<file path="src/rtl/popcount_display_if.sv">
// Request/result bundle for popcount_display: the sampled data word plus the start, busy, done,
// count and seven-segment result lines.
interface popcount_display_if #(
    parameter int WIDTH  = 10,
    parameter int DIGITS = 2
);
    localparam int CW = $clog2(WIDTH + 1);

    logic [WIDTH-1:0]    iDATA;
    logic                iSTART;
    logic                oBUSY;
    logic                oDONE;
    logic [CW-1:0]       oCOUNT;
    logic [8*DIGITS-1:0] oSEG;

    modport master (
        output iDATA, iSTART,
        input  oBUSY, oDONE, oCOUNT, oSEG
    );

    modport slave (
        input  iDATA, iSTART,
        output oBUSY, oDONE, oCOUNT, oSEG
    );
endinterface

</file>
<file path="src/rtl/popcount_display.sv">
// Serial ones-counter with shift-add-3 BCD conversion driving active-low seven-segment digits.
// Optional macro LEADING_ZERO_BLANK_EN blanks leading zero digits above digit 0.
module popcount_display #(
    parameter int WIDTH  = 10,
    parameter int DIGITS = 2
) (
    input  logic               iCLK,
    input  logic               iRST_N,
    popcount_display_if.slave  bus
);
    localparam int CW = $clog2(WIDTH + 1);
    localparam int BW = 4 * DIGITS;
    localparam int SW = 8 * DIGITS;

    localparam logic [CW-1:0] LAST_BIT   = CW'(WIDTH - 1);
    localparam logic [CW-1:0] LAST_SHIFT = CW'(CW - 1);
    localparam logic [7:0]    SEG_DASH   = 8'hBF;
    localparam logic [7:0]    SEG_BLANK  = 8'hFF;

    typedef enum logic [1:0] {
        S_IDLE,
        S_COUNT,
        S_CONVERT,
        S_DONE
    } state_t;

    function automatic logic [7:0] seg7(input logic [3:0] digit);
        case (digit)
            4'd0:    seg7 = 8'hC0;
            4'd1:    seg7 = 8'hF9;
            4'd2:    seg7 = 8'hA4;
            4'd3:    seg7 = 8'hB0;
            4'd4:    seg7 = 8'h99;
            4'd5:    seg7 = 8'h92;
            4'd6:    seg7 = 8'h82;
            4'd7:    seg7 = 8'hF8;
            4'd8:    seg7 = 8'h80;
            4'd9:    seg7 = 8'h90;
            default: seg7 = SEG_BLANK;
        endcase
    endfunction

    // Display pattern for a count of zero, used as the reset value of the segment register.
    function automatic logic [SW-1:0] seg_zero();
        logic [SW-1:0] v;
`ifdef LEADING_ZERO_BLANK_EN
        v = '1;
`else
        v = {DIGITS{8'hC0}};
`endif
        v[7:0] = 8'hC0;
        return v;
    endfunction

    localparam logic [SW-1:0] SEG_RESET = seg_zero();

    state_t           r_state;
    state_t           w_next;
    logic [WIDTH-1:0] r_shift;
    logic [CW-1:0]    r_acc;
    logic [CW-1:0]    r_bin;
    logic [CW-1:0]    r_step;
    logic [BW-1:0]    r_bcd;
    logic             r_ovf;
    logic [CW-1:0]    r_count;
    logic [SW-1:0]    r_seg;
    logic             r_done;

    logic [CW-1:0]    w_acc_next;
    logic [BW-1:0]    w_bcd_adj;
    logic [SW-1:0]    w_seg;
`ifdef LEADING_ZERO_BLANK_EN
    logic             w_lead;
`endif

    // NOTE: state registers use non-blocking assignments so every flop samples pre-edge values.
    always_ff @(posedge iCLK or negedge iRST_N) begin
        if (!iRST_N) r_state <= S_IDLE;
        else         r_state <= w_next;
    end

    // NOTE: every combinational output gets a default first, so no path can infer a latch.
    always_comb begin
        w_next = r_state;
        unique case (r_state)
            S_IDLE:    if (bus.iSTART)            w_next = S_COUNT;
            S_COUNT:   if (r_step == LAST_BIT)    w_next = S_CONVERT;
            S_CONVERT: if (r_step == LAST_SHIFT)  w_next = S_DONE;
            S_DONE:                               w_next = S_IDLE;
            default:                              w_next = S_IDLE;
        endcase
    end

    assign w_acc_next = r_acc + CW'(r_shift[0]);

    // Add-3 correction on every digit of 5 or more before the next left shift.
    always_comb begin
        w_bcd_adj = r_bcd;
        for (int d = 0; d < DIGITS; d++) begin
            if (r_bcd[4*d +: 4] >= 4'd5) w_bcd_adj[4*d +: 4] = r_bcd[4*d +: 4] + 4'd3;
        end
    end

    always_comb begin
        w_seg = '1;
`ifdef LEADING_ZERO_BLANK_EN
        w_lead = 1'b1;
`endif
        for (int d = DIGITS - 1; d >= 0; d--) begin
            if (r_ovf) begin
                w_seg[8*d +: 8] = SEG_DASH;
            end else begin
`ifdef LEADING_ZERO_BLANK_EN
                if (w_lead && (d != 0) && (r_bcd[4*d +: 4] == 4'd0)) begin
                    w_seg[8*d +: 8] = SEG_BLANK;
                end else begin
                    w_lead          = 1'b0;
                    w_seg[8*d +: 8] = seg7(r_bcd[4*d +: 4]);
                end
`else
                w_seg[8*d +: 8] = seg7(r_bcd[4*d +: 4]);
`endif
            end
        end
    end

    // A one falling off the top BCD digit means the count does not fit the display.
    always_ff @(posedge iCLK or negedge iRST_N) begin
        if (!iRST_N) begin
            r_shift <= '0;
            r_acc   <= '0;
            r_bin   <= '0;
            r_step  <= '0;
            r_bcd   <= '0;
            r_ovf   <= 1'b0;
            r_count <= '0;
            r_seg   <= SEG_RESET;
            r_done  <= 1'b0;
        end else begin
            r_done <= 1'b0;
            unique case (r_state)
                S_IDLE: begin
                    if (bus.iSTART) begin
                        r_shift <= bus.iDATA;
                        r_acc   <= '0;
                        r_step  <= '0;
                    end
                end
                S_COUNT: begin
                    r_acc   <= w_acc_next;
                    r_shift <= r_shift >> 1;
                    if (r_step == LAST_BIT) begin
                        r_step <= '0;
                        r_bin  <= w_acc_next;
                        r_bcd  <= '0;
                        r_ovf  <= 1'b0;
                    end else begin
                        r_step <= r_step + CW'(1);
                    end
                end
                S_CONVERT: begin
                    r_bcd  <= {w_bcd_adj[BW-2:0], r_bin[CW-1]};
                    r_ovf  <= r_ovf | w_bcd_adj[BW-1];
                    r_bin  <= r_bin << 1;
                    r_step <= r_step + CW'(1);
                end
                S_DONE: begin
                    r_count <= r_acc;
                    r_seg   <= w_seg;
                    r_done  <= 1'b1;
                end
                default: ;
            endcase
        end
    end

    assign bus.oBUSY  = (r_state != S_IDLE);
    assign bus.oDONE  = r_done;
    assign bus.oCOUNT = r_count;
    assign bus.oSEG   = r_seg;
endmodule

</file>
<file path="src/flat_wrapper.sv">
// flat-port wrapper written by rule: the top's interface ports become plain ports
module popcount_display_flat 
#(
    parameter int WIDTH  = 10,
    parameter int DIGITS = 2
)
  (iCLK, iRST_N, bus_iDATA, bus_iSTART, bus_oBUSY, bus_oDONE, bus_oCOUNT, bus_oSEG);
  popcount_display_if #(.WIDTH(WIDTH), .DIGITS(DIGITS)) bus_i ();
  input  logic iCLK;
  input  logic iRST_N;
  input wire logic [$bits(bus_i.iDATA)-1:0] bus_iDATA;
  input wire logic [$bits(bus_i.iSTART)-1:0] bus_iSTART;
  output wire logic [$bits(bus_i.oBUSY)-1:0] bus_oBUSY;
  output wire logic [$bits(bus_i.oDONE)-1:0] bus_oDONE;
  output wire logic [$bits(bus_i.oCOUNT)-1:0] bus_oCOUNT;
  output wire logic [$bits(bus_i.oSEG)-1:0] bus_oSEG;
  assign bus_i.iDATA = bus_iDATA;
  assign bus_i.iSTART = bus_iSTART;
  assign bus_oBUSY = bus_i.oBUSY;
  assign bus_oDONE = bus_i.oDONE;
  assign bus_oCOUNT = bus_i.oCOUNT;
  assign bus_oSEG = bus_i.oSEG;
  popcount_display #(.WIDTH(WIDTH), .DIGITS(DIGITS)) u_core (.iCLK(iCLK), .iRST_N(iRST_N), .bus(bus_i));
endmodule
</file>
<file path="config.mk">
export PLATFORM = sky130hd
export DESIGN_NAME = popcount_display_flat
export DESIGN_NICKNAME = d
export VERILOG_FILES = /design/src/rtl/popcount_display_if.sv /design/src/rtl/popcount_display.sv /design/src/flat_wrapper.sv
export SDC_FILE = /design/constraint.sdc
export NUM_CORES = 1
export LEC_CHECK = 0
export CORE_MARGIN = 3
export CORE_UTILIZATION = 50
export DETAILED_ROUTE_END_ITERATION = 7
export GPL_ROUTABILITY_DRIVEN = 0
export PLACE_DENSITY = 0.73
export SLEW_MARGIN = 20
export SYNTH_ARGS = -nofsm -noshare
export SYNTH_HDL_FRONTEND = slang
export SYNTH_SLANG_ARGS = --single-unit
</file>
<file path="constraint.sdc">
create_clock -name iCLK -period 2.6 [get_ports iCLK]
set_input_delay 0.52 -clock iCLK [delete_from_list [all_inputs] [get_ports iCLK]]
set_output_delay 0.52 -clock iCLK [all_outputs]
set_load 0.02 [all_outputs]
</file>
==> key figures <==
Finish
  • Diode count: 0
  • Share of cells above drive strength 1: 0.08084
  • Layout Nets: 367
  • Synth-to-Final Area Change: 15.33%
  • Post-layout util: 0.6042

Synth
  • Seq cells post-synth: 52
  • Ranking of synthesized cells by area: dfrtp_1 43%, ha_1 8.9%, mux2i_1 5.1%, o21ai_0 5.1%, nand2_1 4.7%
  • Number of synthesized flops with an enable pin: 0
  • Synth cell types: 50
  • Sequential share of the synthesized area: 0.4438
  • Mapped Cells: 304
  • Ys async rst share: 1.000
  • Yosys warns: 0
  • Post-synth top area cell: dfrtp_1
  • Synth Area per Inst: 9.664 um^2
  • Synthesized area: 2938 um^2
  • Top cell type's share of synthesized area: 0.4259
  • Main synth FF type: dfrtp_1

Floorplanning
  • Initial Util: 0.5239
  • I/O pins: 35
  • Core Area: 5608 um^2
  • Die width: 82.65 um
  • Row count: 27
  • DIE HEIGHT: 82.65 um
  • Die ar.: 6831 um^2

GRT
  • GRT Overall Usage: 0.1777
  • Number of antenna violations at the first check in global routing: 0
  • First-pass GRT wire length: 9.494 mm
  • Pin count of the biggest net entering global routing: 53
  • Vias in the first global route: 2080
  • Gr ovfl total: 0

Clock tree
  • Cts repair resizes: 0
  • Cts bufs inserted: 5
  • CTS tree: yes
  • Maximum level of the CTS H-tree: 2
  • Max Root-Sink Buffers: 2
  • Clock transition at path regs: 0.10 ns
  • Root buffer cell: clkbuf_8
  • Post-CTS setup buffers: 0
  • Sink Count: 52
  • Worst-skew pair later-pin latency: 0.31 ns
  • Hold_buf cts: 0

Worst setup path
  • Crit path launch type: flip-flop
  • Maximum net fanout on the critical path: 4
  • CP Class: reg2out
  • Worst EP arrival: 1.76 ns
  • Required @ worst endpoint: 2.08 ns
  • Cells on worst reg2reg path: 6
  • R2R Path End: u_core.r_bin[3]$_DFFE_PN0P_
  • Worst reg2reg path startpoint: u_core.r_state[0]$_DFFE_PN0P_
  • Crit. End Element: primary output
  • Crit path launch: u_core.r_state[0]$_DFFE_PN0P_
  • Setup slack, reg-to-reg: 0.62 ns

Pwr
  • Static Leakage: 1.535 nW
  • Switching share of total power: 0.4359
  • PwrDens: 1241 nW/um^2
  • Psw: 1.833 mW
  • Cell-internal power: 2.372 mW
  • Part of the power in the clock network: 0.118
  • Combinational share of power: 0.534
  • Max VDD drop: 0.5115 mV
  • Sequential Power Share: 0.349

Timing
  • FMAX: 439.5 MHz
  • Clock skew: 0.009586 ns
  • RSZ-0062 raised after global routing: no
  • Relative slew margins: 0.5550
  • Fin. max-slew vios: 0
  • Final min period: 2.275 ns
  • Setup TNS: 0 ns
  • Period utilization: 0.8751
  • Slew @ Worst Pin: 0.6676 ns
  • Final setup fails: 0
  • Fin. Hold Viols: 0

Routing
  • Antenna viol nets, final: 0
  • WL final: 5.572 mm
  • DRC: 0
  • Drt wl/cell: 13.72 um
  • Vias: 2202
  • First DRT Iteration DRCs: 123
  • Vias per cell: 5.424
  • DRT Pass-1 Iters: 4

Place
  • Port bufs: 32
  • Post-DP HPWL: 3.897 mm

Min path
  • Hold Path Class: in2async

Flow run
  • Number of maximum-capacitance violations: 0

Outcome
  • Status: finished clean
## cell families (layout without fill, tap and decap cells)
kind of cell / Yosys count / count (layout) / synth area share
adder cells (fa/ha/maj): 21 / 21 / 0.08944
multiplexers: 20 / 20 / 0.07155
buffers and inverters: 33 / 62 / 0.05324
AND/OR/NAND/NOR: 85 / 85 / 0.1346
other: 1 / 2 / 0.001276
XOR/XNOR: 6 / 6 / 0.01789
flip-flops: 52 / 52 / 0.4438
AO/OA/AOI/OAI: 86 / 86 / 0.1882
## area by class of cell
type	instances	area, um^2
clock buffer	5	68.82
clock inverter	3	27.53
fill	495	2220
inverter	17	63.81
multi-input combinational	220	1481
sequential	52	1304
tap	72	90.09
timing repair buffer	37	352.8
## critical path, cell delays in order, from the launching register on
cell and delay, ns:
dfrtp_1 0.38, inv_1 0.10, ha_1 0.23, inv_1 0.12, clkdlybuf4s50_1 0.62
## placed cells by master, fill, tap and decap left out, types with 5 or more instances in the layout
master	instances
ha_1	21
mux2i_1	15
nand2_1	37
inv_1	17
clkdlybuf4s50_1	31
buf_4	5
o21ai_0	30
a21oi_1	21
clkbuf_8	5
xnor2_1	5
dfrtp_1	50
nor2_1	26
o22a_1	5
## synth_stat cells (2+ instances only)
cell type / instances
nor2_1: 26
a21oi_1: 21
dfrtp_1: 50
nand3_1: 4
nor3_1: 2
a32o_1: 4
a2bb2oi_1: 2
o211ai_1: 2
a31oi_1: 2
a211oi_1: 2
mux2_2: 4
xnor2_1: 5
ha_1: 21
o21ai_0: 30
dfstp_2: 2
buf_4: 4
buf_2: 8
nor2b_1: 4
o22ai_1: 2
o22a_1: 5
inv_1: 17
nand2b_1: 4
o21ai_1: 4
nand2_1: 37
mux2i_1: 15
a22o_1: 2
clkbuf_1: 2
## worst max path at each step
| stage | endpoint | slack, ns | depth (start not counted) |
|---|---|---|---|
| 3_3_place_gp | u_core.r_state[0]$_DFFE_PN0P_ | 0.63 | 5 |
| 6_report | bus_oBUSY | 0.32 | 4 |
| 4_1_cts | bus_oBUSY | 0.29 | 4 |
| 3_5_place_dp | u_core.r_state[0]$_DFFE_PN0P_ | 0.59 | 5 |
| 2_1_floorplan | u_core.r_bcd[6]$_DFFE_PN0P_ | 1.03 | 6 |
| 5_1_grt | bus_oBUSY | 0.21 | 4 |
## per-layer routing
metal	part of all wire	vias to the layer above	GRT usage
met3	0.038	6	0.03796
met5	0	-	0
met1	0.46	1032	0.2182
met2	0.49	46	0.3077
li1	-	1118	-
met4	0.013	0	0.06209
## state kept, by name, summed over array words and instances (netlist names)
register,flops
u_core.bus.oCOUNT,4
u_core.bus.oDONE,1
u_core.bus.oSEG,14
u_core.r_acc,4
u_core.r_bcd,8
u_core.r_bin,4
u_core.r_ovf,1
u_core.r_shift,10
u_core.r_state,2
u_core.r_step,4
## power by group through the flow
stage / clock (mW) / combinational [mW] / sequential (mW)
after global routing: 0.542 / 2.54 / 1.52
after CTS: 0.514 / 2.27 / 1.47
after floorplan: 0 / 1.53 / 1.55
after detailed placement: 0 / 2.26 / 1.49
final: 0.495 / 2.24 / 1.47
after global placement: 0 / 2.20 / 1.48
## metrics by stage
| stage | instances | hold slack [ns] | total power, mW | instance area, um^2 | setup slack (ns) |
|---|---|---|---|---|---|
| after global routing | 406 | 0.3685 | 4.605 | 3388 | 0.2128 |
| after global placement | 398 | 0.4600 | 3.681 | 3292 | 0.6252 |
| final | 406 | 0.3094 | 4.204 | 3388 | 0.3248 |
| after detailed placement | 398 | 0.4698 | 3.751 | 3292 | 0.5853 |
| after floorplan | 305 | 0.2244 | 3.080 | 2942 | 1.030 |
| after CTS | 406 | 0.3380 | 4.257 | 3388 | 0.2937 |
No activity file was read; power rests on OpenSTA's default activity.
